**src/rtl/const_div_serial.sv**
```systemverilog
// ---------------------------------------------------------------------------
// const_div_serial
//   Sequential unsigned divide-by-constant. Each RUN cycle consumes
//   RADIX_BITS dividend bits, MSB first:
//     t = rem*2^RADIX_BITS + chunk;  qd = t / DIVISOR;  rem' = t % DIVISOR
//   Quotient digits are shifted into the LSBs of the same register that
//   holds the dividend. After N = WIDTH/RADIX_BITS steps, that register
//   holds the quotient and rem holds the remainder.
//
// Ports
//   clk            in   1      rising-edge clock
//   rst            in   1      asynchronous active-high reset
//   in_valid       in   1      dividend offered
//   in_ready       out  1      unit idle and able to accept a dividend
//   in_dividend    in   WIDTH  dividend, captured on in_valid & in_ready
//   out_valid      out  1      result available (DONE state)
//   out_ready      in   1      consumer takes the result
//   out_quotient   out  WIDTH  floor(dividend / DIVISOR)
//   out_remainder  out  REM_W  dividend mod DIVISOR
//   busy           out  1      operation in progress or result pending
// ---------------------------------------------------------------------------
module const_div_serial #(
   parameter int unsigned  WIDTH      = 32,
   parameter int unsigned  DIVISOR    = 23,
   parameter int unsigned  RADIX_BITS = 1,
   localparam int unsigned REM_W      = $clog2(DIVISOR)
) (
   input  logic               clk,
   input  logic               rst,
   input  logic               in_valid,
   output logic               in_ready,
   input  logic [WIDTH-1:0]   in_dividend,
   output logic               out_valid,
   input  logic               out_ready,
   output logic [WIDTH-1:0]   out_quotient,
   output logic [REM_W-1:0]   out_remainder,
   output logic               busy
);

   // Guarded divisor keeps the derived constants legal, so the parameter
   // check below reports the real problem instead of a divide-by-zero.
   localparam int unsigned RB_SAFE = (RADIX_BITS == 0) ? 1 : RADIX_BITS;
   localparam int unsigned N       = WIDTH / RB_SAFE;
   localparam int unsigned CNT_W   = (N > 1) ? $clog2(N) : 1;
   localparam int unsigned T_W     = REM_W + RADIX_BITS;

   if (DIVISOR < 2 || RADIX_BITS < 1 || RADIX_BITS > 4 ||
       (WIDTH % RB_SAFE) != 0) begin : g_param_check
      $error("const_div_serial: illegal DIVISOR/WIDTH/RADIX_BITS combination");
   end

   typedef enum logic [1:0] {
      S_IDLE,
      S_RUN,
      S_DONE
   } state_t;

   state_t                r_state;
   state_t                w_state_nxt;

   logic [WIDTH-1:0]      r_shreg;
   logic [REM_W-1:0]      r_rem;
   logic [CNT_W-1:0]      r_count;

   logic [RADIX_BITS-1:0] w_chunk;
   logic [RADIX_BITS-1:0] w_qd;
   logic [T_W-1:0]        w_t;
   logic [REM_W-1:0]      w_rem_nxt;
   logic                  w_accept;
   logic                  w_step;
   logic                  w_last;

   // One digit-recurrence step. rem < DIVISOR bounds t below
   // DIVISOR*2^RADIX_BITS, so qd always fits in RADIX_BITS bits and the
   // truncating casts lose nothing.
   assign w_chunk   = r_shreg[WIDTH-1 -: RADIX_BITS];
   assign w_t       = {r_rem, w_chunk};
   assign w_qd      = RADIX_BITS'(w_t / T_W'(DIVISOR));
   assign w_rem_nxt = REM_W'(w_t % T_W'(DIVISOR));
   assign w_last    = (r_count == CNT_W'(N - 1));

   always_ff @(posedge clk or posedge rst) begin
      if (rst) begin
         r_state <= S_IDLE;
      end else begin
         r_state <= w_state_nxt;
      end
   end

   always_comb begin
      w_state_nxt = r_state;
      w_accept    = 1'b0;
      w_step      = 1'b0;
      case (r_state)
         S_IDLE: begin
            if (in_valid) begin
               w_accept    = 1'b1;
               w_state_nxt = S_RUN;
            end
         end
         S_RUN: begin
            w_step = 1'b1;
            if (w_last) begin
               w_state_nxt = S_DONE;
            end
         end
         S_DONE: begin
            if (out_ready) begin
               w_state_nxt = S_IDLE;
            end
         end
         default: begin
            w_state_nxt = S_IDLE;
         end
      endcase
   end

   always_ff @(posedge clk or posedge rst) begin
      if (rst) begin
         r_shreg <= '0;
         r_rem   <= '0;
         r_count <= '0;
      end else if (w_accept) begin
         r_shreg <= in_dividend;
         r_rem   <= '0;
         r_count <= '0;
      end else if (w_step) begin
         // Dividend bits leave at the top while quotient digits enter at
         // the bottom; after N steps only quotient bits remain.
         r_shreg <= (r_shreg << RADIX_BITS) | WIDTH'(w_qd);
         r_rem   <= w_rem_nxt;
         r_count <= r_count + CNT_W'(1);
      end
   end

   assign in_ready      = (r_state == S_IDLE);
   assign out_valid     = (r_state == S_DONE);
   assign busy          = (r_state != S_IDLE);
   assign out_quotient  = r_shreg;
   assign out_remainder = r_rem;

endmodule

```
**config.mk**
```make
export PLATFORM = sky130hd
export DESIGN_NAME = const_div_serial
export DESIGN_NICKNAME = d
export VERILOG_FILES = /design/src/rtl/const_div_serial.sv
export SDC_FILE = /design/constraint.sdc
export NUM_CORES = 1
export LEC_CHECK = 0
export BUFFER_PORTS_ARGS = -buffer_cell sky130_fd_sc_hd__buf_2
export CORE_MARGIN = 2
export CORE_UTILIZATION = 30
export CTS_BUF_LIST = sky130_fd_sc_hd__clkbuf_4 sky130_fd_sc_hd__clkbuf_8
export DETAILED_ROUTE_END_ITERATION = 8
export GPL_TIMING_DRIVEN = 0
export PLACE_DENSITY_LB_ADDON = 0.12
export SLEW_MARGIN = 20
export SYNTH_ARGS = -nofsm -noshare
export SYNTH_HDL_FRONTEND = slang
export SYNTH_SLANG_ARGS = --single-unit
```
**constraint.sdc**
```tcl
create_clock -name clk -period 3.11 [get_ports clk]
set_input_delay 0.1555 -clock clk [delete_from_list [all_inputs] [get_ports clk]]
set_output_delay 0.1555 -clock clk [all_outputs]
set_load 0.005 [all_outputs]
```
# Word level (Yosys, flattened, before mapping)
# Index checks and enable logic that the tools add are counted.
classes:
  n_bitwise: 1
  div_mod_pow: 2
  n_mux: 13
  n_eq_ne: 6
  n_reduce_logical: 4
  add_sub_neg: 1
op_table:
  columns: ["cell", "count"]
  rows:
  - ["$mux 32", 2]
  - ["$or 32x1->32", 1]
  - ["$mux 5", 4]
  - ["$div 6x5->6 const B", 1]
  - ["$mod 6x5->6 const B", 1]
  - ["$mux 2", 3]
  - ["$pmux 2 s3", 1]
  - ["$add 5x1->5 const B", 1]
  - ["$eq 5x5->1 const B", 1]
  - ["$ne 2x2->1 const B", 2]
  - ["$reduce_bool 2->1", 2]
  - ["$mux 1", 3]
  - ["$reduce_and 3->1", 1]
  - ["$eq 2x1->1 const B", 1]
  - ["$eq 2x2->1 const B", 1]
  - ["$logic_not 2->1", 1]
  - ["$ne 2x1->1 const B", 1]
totals:
  elab_cells: 31
  in_bits: 36
  out_inout_bits: 40
  register_bits: 44

# Logic depth before layout (Yosys ltp)
# Gate-level depths: netlist of run 1.
depth:
  ltp_word: 4
  mapped_depth: 10
  ltp_nobuf: 10

# Least setup slack after synthesis of run 1
# OpenSTA, ideal clock, no wires.
synth_timing:
  path_kind: "flip-flop to flip-flop"
  start: "register r_rem[0] (netlist: out_remainder[0])"
  end: "register r_rem[2] (netlist: out_remainder[2])"
  synth_period_minus_slack_ps: 2804
  path_stages_with_launch: 11
  path_slack_ps: 306
  required_time_ps: 2988
  path_buffers: 0
  arrival_time_ps: 2683
  cell_sequence: "dfrtp_1 ha_1 a21o_1 a2bb2oi_2 xnor2_1 ha_1 or4b_1 o221ai_1 a21oi_1 a31o_1 a32o_1"
synth_via:
  elab_chain_len: 3
synth_rtl:
  columns: ["item", "line_no", "rtl"]
  rows:
  - ["start: declaration", "62", "logic [REM_W-1:0] r_rem;"]
  - ["start signal: assignment", "131", "r_rem <= w_rem_nxt;"]
  - ["$mod 6x5->6", "79", "assign w_rem_nxt = REM_W'(w_t % T_W'(DIVISOR));"]
  - ["$mux 5", "127", "end else if (w_step) begin"]
  - ["$mux 5", "123", "end else if (w_accept) begin"]
# No other way between the ends. The select of a mux whose other input is x is not followed.
# A chain may end at the register's enable or synchronous reset.

# Final worst setup path of run 1
# Ends and elaborated chain as after synthesis.

==> impl_results.rst, run 1 <==
.. list-table::
   :header-rows: 1

   * - Metric
     - Value
   * - Run status
     - finished, final reports clean
   * - Wire length of the first global-routing pass
     - 10.0 mm
   * - # rows
     - 31
   * - Syn. warnings
     - 0
   * - GRT Total Usage
     - 15.1%
   * - Required time reported for the critical path endpoint
     - 3.30 ns
   * - Antenna-violating nets left
     - 0
   * - Vias in the first global route
     - 1994
   * - Post-synth top flop
     - sky130_fd_sc_hd__dfrtp_1
   * - Port bufs
     - 75
   * - Number of distinct standard cells referenced by the synthesized netlist
     - 43
   * - Final wirelength
     - 5.93 mm
   * - Vertical die dimension
     - 90.3 um
   * - Peak supply drop
     - 0.344 mV
   * - Critical Path, Cell by Cell
     - ha_2, a21o_1, a2bb2oi_4, xnor2_1, ha_1, or4b_1, o221ai_1, a21oi_2, a31o_1, a32o_1
   * - Critical R2R Capture
     - out_remainder[2]$_DFFE_PP0P_
   * - Antenna violations before repair
     - 0
   * - Fraction of layout instances using a drive strength above 1
     - 31.1%
   * - Post-synthesis cell area
     - 0.00223 mm2
   * - Worst slack at placement
     - -0.0510 ns
   * - FMAX
     - 336 MHz
   * - Clock tree root buffer cell
     - sky130_fd_sc_hd__clkbuf_8
   * - CTS sink cnt
     - 44
   * - Routability cong.
     - 0.770
   * - Setup crit start kind
     - flip-flop
   * - Chip Width
     - 90.3 um
   * - Clock Skews
     - 0.00584 ns
   * - Critical Path Fanout Max
     - 8
   * - Boundary pin count
     - 76
   * - Capture point of the critical path
     - out_remainder[2]$_DFFE_PP0P_
   * - Worst reg2reg startpoint
     - out_remainder[0]$_DFFE_PP0P_
   * - Number of enable-type register cells in the synthesized netlist
     - 0
   * - DP Wirelength
     - 4.23 mm
   * - Worst path top cell family by delay
     - compound AO/OA/AOI/OAI gates
   * - TritonCTS Buffers
     - 5
   * - Setup repair after global routing missed its margin
     - no
   * - Effective utilization at floorplan
     - 30.9%
   * - Die ar.
     - 0.00815 mm2
   * - Gr ovfl total
     - 0
   * - Wire length per cell
     - 14.0 um
   * - Minimum setup slack among reg-to-reg paths
     - 0.13 ns
   * - Final Net Count
     - 364
   * - Time the final worst path needs with I/O delays and setup
     - 2.98 ns
   * - Placed cell area
     - 0.00276 mm2
   * - Share of the clock period used by the worst path
     - 95.7%
   * - Final slew viol count
     - 0
   * - Antenna diode count
     - 0
   * - Iteration-0 DRC Markers
     - 111
   * - Least-Margin Pin Slew
     - 0.548 ns
   * - Maximum root-to-sink buffer count
     - 2
   * - CP Depth
     - 10
   * - Critical path startpoint
     - out_remainder[0]$_DFFE_PP0P_
   * - Library cell contributing the largest single delay on the critical path
     - sky130_fd_sc_hd__dfrtp_1
   * - CP bufs+invs
     - 0
   * - Net count after synthesis
     - 280
   * - Proportion of synthesized chip area in sequential cells
     - 49.3%
   * - Delay of the slowest cell on the worst path
     - 0.48 ns
   * - Maximum number of pins on one net before global-route repair
     - 24
   * - Category of the worst setup path capture point
     - flip-flop
   * - Final setup violation count
     - 0
   * - Clock insertion delay at the later pin of the skew report
     - 0.30 ns
   * - Core Box Area
     - 0.00721 mm2
   * - Slew Limit Headroom
     - 63.4%
   * - Number of hold violations in the final report
     - 0
   * - Vias
     - 2065
   * - Count of maximum capacitance violations
     - 0
   * - Number of storage elements in the synthesis netlist
     - 44
   * - CTS clk-pin slew, worst paths
     - 0.09 ns
   * - Mean area per synthesized cell
     - 9.30 um2
   * - Total power consumption of the routed design
     - 2900 uW
   * - Hold Crit Class
     - primary input to flip-flop
   * - Asr flop ratio synth
     - 100%
   * - Count of cells along the worst register-to-register path
     - 10
   * - Power density of the placed cells
     - 1010 mW/mm2
   * - Number of buffers added for setup after CTS
     - 0
   * - TritonCTS clock tree
     - done
   * - Worst setup slack after layout
     - 0.132 ns
   * - CP arrival
     - 3.17 ns
   * - Number of instances in the synthesized netlist
     - 240
   * - Post-Route Setup TNS
     - 0 ns
   * - Startpoint-to-endpoint class of the critical path
     - flip-flop to flip-flop
   * - H-tree levels
     - 2
   * - Leakage
     - 0.00141 uW
   * - Count of TritonRoute iterations in the first routing pass
     - 6
   * - Area Overhead vs Synth
     - 29.2%
   * - Finished layout cell area
     - 0.00288 mm2
   * - Routed vias/inst
     - 4.87
   * - DR DRC count
     - 0
==> layout make-up <==
class	count	area (um2)
fill	799	4330
sequential	44	1100
multi-input combinational	174	1050
timing repair buffer	77	413
tap	99	124
clock buffer	6	82.6
buffer	17	78.8
inverter	5	18.8
clock inverter	2	15.0
==> tightest hold or removal path: stages <==
cell and delay, ns:
sky130_fd_sc_hd__buf_2 0.07, sky130_fd_sc_hd__a22oi_1 0.05, sky130_fd_sc_hd__nand2_1 0.05
==> report_power, final <==
part	total [uW]	leakage (uW)	internal, uW	switching [uW]
clock network	394	0.0000434	180	214
registers	1080	0.000543	848	231
logic	1430	0.000819	652	778
==> cells by family (layout without fill, tap and decap cells) <==
| group | Yosys count | after routing | share of synthesized area (%) |
|---|---|---|---|
| simple gates | 106 | 106 | 20.9 |
| compound gates | 60 | 60 | 21.4 |
| flops | 44 | 44 | 49.3 |
| buf+inv | 22 | 107 | 4.37 |
| fa+ha+maj | 4 | 4 | 2.24 |
| xor+xnor | 2 | 2 | 0.785 |
| mux | 2 | 2 | 1.01 |
==> how the worst min path moves through the flow <==
stage	startpoint	endpoint	slack [ns]	cells after the start
global route	in_dividend[13]	out_quotient[13]$_DFFE_PP0P_	0.05	3
floorplan	in_dividend[10]	out_quotient[10]$_DFFE_PP0P_	0.28	2
global placement	in_dividend[13]	out_quotient[13]$_DFFE_PP0P_	0.37	3
detailed placement	rst	out_quotient[7]$_DFFE_PP0P_	0.23	2
finish	in_dividend[9]	out_quotient[9]$_DFFE_PP0P_	0.06	3
CTS	in_dividend[9]	out_quotient[9]$_DFFE_PP0P_	0.05	3
==> state kept, by name, indices dropped and copies added, names as in the netlist <==
name,count
out_quotient,32
out_remainder,5
r_count,5
r_state,2
==> routing by layer <==
layer  vias to the layer above  routed length [um]  GRT usage [%]
met4                         0                  72           4.23
met1                       980                2730           20.4
met2                        64                2770           23.9
met5                         -                   0              0
li1                       1014                   -              -
met3                         7                 360           3.84
==> cell usage after synthesis (2+ instances only) <==
cell / number / area share (%)
sky130_fd_sc_hd__nand4_1: 2 / 0.56
sky130_fd_sc_hd__mux2_2: 2 / 1.0
sky130_fd_sc_hd__nor2b_1: 3 / 0.84
sky130_fd_sc_hd__nand2b_1: 2 / 0.56
sky130_fd_sc_hd__and2_1: 2 / 0.56
sky130_fd_sc_hd__nand2_1: 77 / 13
sky130_fd_sc_hd__o211ai_1: 2 / 0.67
sky130_fd_sc_hd__clkbuf_1: 12 / 2.0
sky130_fd_sc_hd__inv_1: 5 / 0.84
sky130_fd_sc_hd__nand3_1: 8 / 1.8
sky130_fd_sc_hd__o21ai_0: 9 / 2.0
sky130_fd_sc_hd__nor2_1: 4 / 0.67
sky130_fd_sc_hd__buf_2: 3 / 0.67
sky130_fd_sc_hd__ha_1: 4 / 2.2
sky130_fd_sc_hd__dfrtp_1: 44 / 49
sky130_fd_sc_hd__a21oi_1: 3 / 0.67
sky130_fd_sc_hd__a22oi_1: 32 / 11
==> cell usage in the layout, fill, tap and decap left out, drive strengths merged, types with 2 or more instances in the layout <==
master / synthesis / layout
mux2: 2 / 2
inv: 5 / 5
nand4: 2 / 2
nand2: 77 / 77
nand2b: 2 / 2
and2: 2 / 2
a22oi: 32 / 32
dfrtp: 44 / 44
clkinvlp: 0 / 2
ha: 4 / 4
a21oi: 3 / 3
o211ai: 3 / 3
nor2: 4 / 4
nor2b: 3 / 3
buf: 5 / 81
o221ai: 2 / 2
o21ai: 10 / 10
clkbuf: 12 / 18
nand3: 9 / 9
==> what timing repair did <==
action | CTS | global route
cloned | 0 | 0
gates resized for setup | 1 | 2
endpoints found under the setup margin | 4 | 4
endpoints found under the hold margin | 22 | 0
hold buffers | 1 | 0
==> per-stage QoR <==
stage | utilization, % | std cells | hold slack (ns)
2_1_floorplan | - | 240 | 0.284
3_3_place_gp | 37.9 | 414 | 0.371
3_5_place_dp | 38.2 | 415 | 0.229
4_1_cts | 39.8 | 424 | 0.0514
5_1_grt | 40.0 | 424 | 0.0522
6_report | 40.0 | 424 | 0.0629
Note: power is estimated with default switching activity, not from simulation.
==> inputs of run 2 (changes only) <==
ABC_AREA = 1   (was unset)
CORE_MARGIN = unset   (was 2)
==> impl_results.rst, run 2 <==
.. list-table::
   :header-rows: 1

   * - Metric
     - Value
   * - Number of storage elements in the synthesis netlist
     - 44
   * - Final slew viol count
     - 0
   * - Net count after synthesis
     - 316
   * - Routability cong.
     - 0.748
   * - Required time reported for the critical path endpoint
     - 3.31 ns
   * - Run status
     - finished, final reports clean
   * - Delay of the slowest cell on the worst path
     - 0.46 ns
   * - Most Frequent Cell on Critical Path
     - sky130_fd_sc_hd__nand2_1
   * - Flip-flop count of the largest register, all copies and words added
     - 32
   * - DR DRC count
     - 0
   * - Antenna-violating nets left
     - 0
   * - Peak supply drop
     - 0.292 mV
   * - Gr ovfl total
     - 0
   * - Fraction of layout instances using a drive strength above 1
     - 30.8%
   * - DP Wirelength
     - 4.19 mm
   * - Count of maximum capacitance violations
     - 0
   * - Ranking of synthesized cells by instance count
     - sky130_fd_sc_hd__nand2_1 (116), sky130_fd_sc_hd__dfrtp_1 (44), sky130_fd_sc_hd__nand3_1 (33)
   * - Mean area per synthesized cell
     - 8.00 um2
   * - Count of TritonRoute iterations in the first routing pass
     - 4
   * - Final setup violation count
     - 0
   * - Syn. warnings
     - 0
   * - Startpoint-to-endpoint class of the critical path
     - flip-flop to flip-flop
   * - Clock Skews
     - 0.00863 ns
   * - FMAX
     - 475 MHz
   * - Effective utilization at floorplan
     - 31.8%
   * - CP arrival
     - 2.30 ns
   * - Iteration-0 DRC Markers
     - 86
   * - Category of the worst setup path capture point
     - flip-flop
   * - Number of distinct standard cells referenced by the synthesized netlist
     - 32
   * - Finished layout cell area
     - 0.00282 mm2
   * - TritonCTS clock tree
     - done
   * - CP bufs+invs
     - 1
   * - Wire length of the first global-routing pass
     - 9.51 mm
   * - Routed vias/inst
     - 4.49
   * - Wire length per cell
     - 12.5 um
   * - Boundary pin count
     - 76
   * - Count leader, synth
     - sky130_fd_sc_hd__nand2_1
   * - Power density of the placed cells
     - 1080 mW/mm2
   * - Switching power summed over all nets
     - 1340 uW
   * - Number of instances in the synthesized netlist
     - 276
   * - Hold Crit Class
     - primary input to flip-flop
   * - Synth top area share
     - 49.9%
   * - Setup crit start kind
     - flip-flop
   * - # rows
     - 30
   * - Number of buffers added for setup after CTS
     - 0
   * - Post-synthesis cell area
     - 0.00221 mm2
   * - Part of the power in combinational logic
     - 51.2%
   * - Placed cell area
     - 0.00272 mm2
   * - Setup repair after global routing missed its margin
     - no
   * - Commonest cells after routing, fill and taps aside
     - sky130_fd_sc_hd__nand2_1 (116), sky130_fd_sc_hd__buf_2 (82), sky130_fd_sc_hd__dfrtp_1 (44)
   * - Chip Width
     - 87.8 um
   * - Final wirelength
     - 5.72 mm
   * - Proportion of synthesized chip area in sequential cells
     - 49.9%
   * - Time the final worst path needs with I/O delays and setup
     - 2.10 ns
   * - Antenna diode count
     - 0
   * - Clock insertion delay at the later pin of the skew report
     - 0.30 ns
   * - Top post-synthesis cells by area
     - sky130_fd_sc_hd__dfrtp_1 (50%), sky130_fd_sc_hd__nand2_1 (20%), sky130_fd_sc_hd__nand3_1 (7.5%), sky130_fd_sc_hd__inv_1 (3.1%), sky130_fd_sc_hd__ha_1 (2.3%)
   * - Vertical die dimension
     - 87.8 um
   * - Maximum root-to-sink buffer count
     - 2
   * - Number of hold violations in the final report
     - 0
   * - H-tree levels
     - 2
   * - Vias in the first global route
     - 2000
   * - Core Box Area
     - 0.00694 mm2
   * - Proportion of power drawn by the clock network
     - 11.9%
   * - Number of enable-type register cells in the synthesized netlist
     - 0
   * - Maximum number of pins on one net before global-route repair
     - 26
   * - GRT Total Usage
     - 16.0%
   * - Die ar.
     - 0.00771 mm2
   * - Critical Path, Cell by Cell
     - ha_1, nand2_1, nand2_1, nand2_2, nand2_2, nand2_1, nand2_1, inv_1, ha_1, nand3_2, nand2_4, a21oi_1, nand2_1, nand3_1, nand2_1
   * - Most common cell after layout, fill and taps aside
     - sky130_fd_sc_hd__nand2_1
   * - Share of the clock period used by the worst path
     - 67.7%
   * - Final Net Count
     - 400
   * - Asr flop ratio synth
     - 100%
   * - Switching part of the total power
     - 44.3%
   * - CTS clk-pin slew, worst paths
     - 0.09 ns
   * - Area Overhead vs Synth
     - 27.5%
   * - Worst path top cell family by delay
     - simple AND/OR/NAND/NOR gates
   * - Post-Route Setup TNS
     - 0 ns
   * - Slew Limit Headroom
     - 68.8%
   * - Vias
     - 2047
   * - Library cell contributing the largest single delay on the critical path
     - sky130_fd_sc_hd__dfrtp_1
   * - TritonCTS Buffers
     - 5
   * - Leakage
     - 0.00149 uW
   * - Port bufs
     - 75
   * - Post-layout util
     - 40.5%
   * - Post-synth top flop
     - sky130_fd_sc_hd__dfrtp_1
   * - CTS sink cnt
     - 44
   * - Clock tree root buffer cell
     - sky130_fd_sc_hd__clkbuf_8
   * - Critical Path Fanout Max
     - 5
   * - Internal power
     - 1690 uW
   * - Cell taking the most area after synthesis
     - sky130_fd_sc_hd__dfrtp_1
   * - Sequential power share
     - 36.9%
   * - Number of filler instances in the final layout
     - 753
   * - Least-Margin Pin Slew
     - 0.467 ns
   * - Antenna violations before repair
     - 0
## run 2: changes by cell type after synthesis, sizes merged, moves of 3 or more
cell / before / now
nand2: 77 / 124
a22oi: 32 / 1
nand3: 9 / 35
inv: 5 / 23
clkbuf: 12 / 3
nor2: 4 / 10
o21ai: 10 / 6
nor2b: 3 / 0
## run 2: path summary, 6_finish.rpt
path / cells after the start / slack (ns) / end / startpoint
hold / removal: 2 / 0.03 / r_state[1]$_DFFE_PP0P_ / out_ready
min in group asynchronous: 3 / 0.40 / out_quotient[18]$_DFFE_PP0P_ / rst
setup reg to reg: 15 / 1.01 / out_remainder[3]$_DFFE_PP0P_ / out_remainder[0]$_DFFE_PP0P_
hold reg to reg: 2 / 0.51 / out_quotient[10]$_DFFE_PP0P_ / out_quotient[10]$_DFFE_PP0P_
setup / recovery: 15 / 1.01 / out_remainder[3]$_DFFE_PP0P_ / out_remainder[0]$_DFFE_PP0P_
max in group asynchronous: 4 / 2.20 / r_state[0]$_DFFE_PP0P_ / rst
## run 2: kinds of logic after synthesis
logic type | count (synthesis) | synth area share [%]
AND/OR/NAND/NOR | 172 | 34.3
adder cells (fa/ha/maj) | 4 | 2.27
buffers and inverters | 33 | 6.01
flip-flops | 44 | 49.9
XOR/XNOR | 2 | 0.793
AO/OA/AOI/OAI | 21 | 6.74
## run 2: through the flow
step	instances	worst slack (ns)	hold slack (ns)	total power [uW]
after floorplan	276	1.23	0.251	2160
after global placement	447	1.01	0.345	2680
after detailed placement	448	1.02	0.207	2700
after CTS	456	0.991	0.0241	3070
after global routing	456	0.837	0.0277	3330
final	456	1.01	0.0275	3030
## run 2: area by class of cell
cell class              count  area, um2  share of cell area, %
flip-flops and latches     44       1100                   39.1
multi-input cells         199        975                   34.6
repair buffers             77        405                   14.4
well taps                  96        120                   4.27
inverters                  23       86.3                   3.07
clock buffers               5       68.8                   2.44
plain buffers              10       46.3                   1.64
clock inverters             2       12.5                  0.444
## run 2: worst register-to-register path, cell delays in order (launching register included)
cell,delay (ns)
sky130_fd_sc_hd__dfrtp_1,0.46
sky130_fd_sc_hd__ha_1,0.22
sky130_fd_sc_hd__nand2_1,0.06
sky130_fd_sc_hd__nand2_1,0.11
sky130_fd_sc_hd__nand2_2,0.09
sky130_fd_sc_hd__nand2_2,0.11
sky130_fd_sc_hd__nand2_1,0.07
sky130_fd_sc_hd__nand2_1,0.07
sky130_fd_sc_hd__inv_1,0.05
sky130_fd_sc_hd__ha_1,0.20
sky130_fd_sc_hd__nand3_2,0.11
sky130_fd_sc_hd__nand2_4,0.07
sky130_fd_sc_hd__a21oi_1,0.19
sky130_fd_sc_hd__nand2_1,0.07
sky130_fd_sc_hd__nand3_1,0.07
sky130_fd_sc_hd__nand2_1,0.05
## run 2: timing repair
item	4_1_cts	5_1_grt
gates resized for setup	0	0
hold buffers	1	0
hold endpoints to repair	19	0
## run 2: routing by layer
metal / wire length (um) / vias up / share of wire (%) / global-route usage [%]
met5: 0 / - / 0 / 0
met4: 61 / 0 / 1.1 / 4.47
met3: 306 / 6 / 5.4 / 4.43
met2: 2500 / 50 / 44 / 25.8
met1: 2850 / 946 / 50 / 21.2
li1: - / 1045 / - / -
## run 2: power groups by stage
stage	registers (uW)	clock network (uW)	logic (uW)
floorplan	1110	0	1050
global placement	1130	0	1550
detailed placement	1130	0	1580
CTS	1120	370	1580
global route	1160	391	1780
finish	1120	360	1550
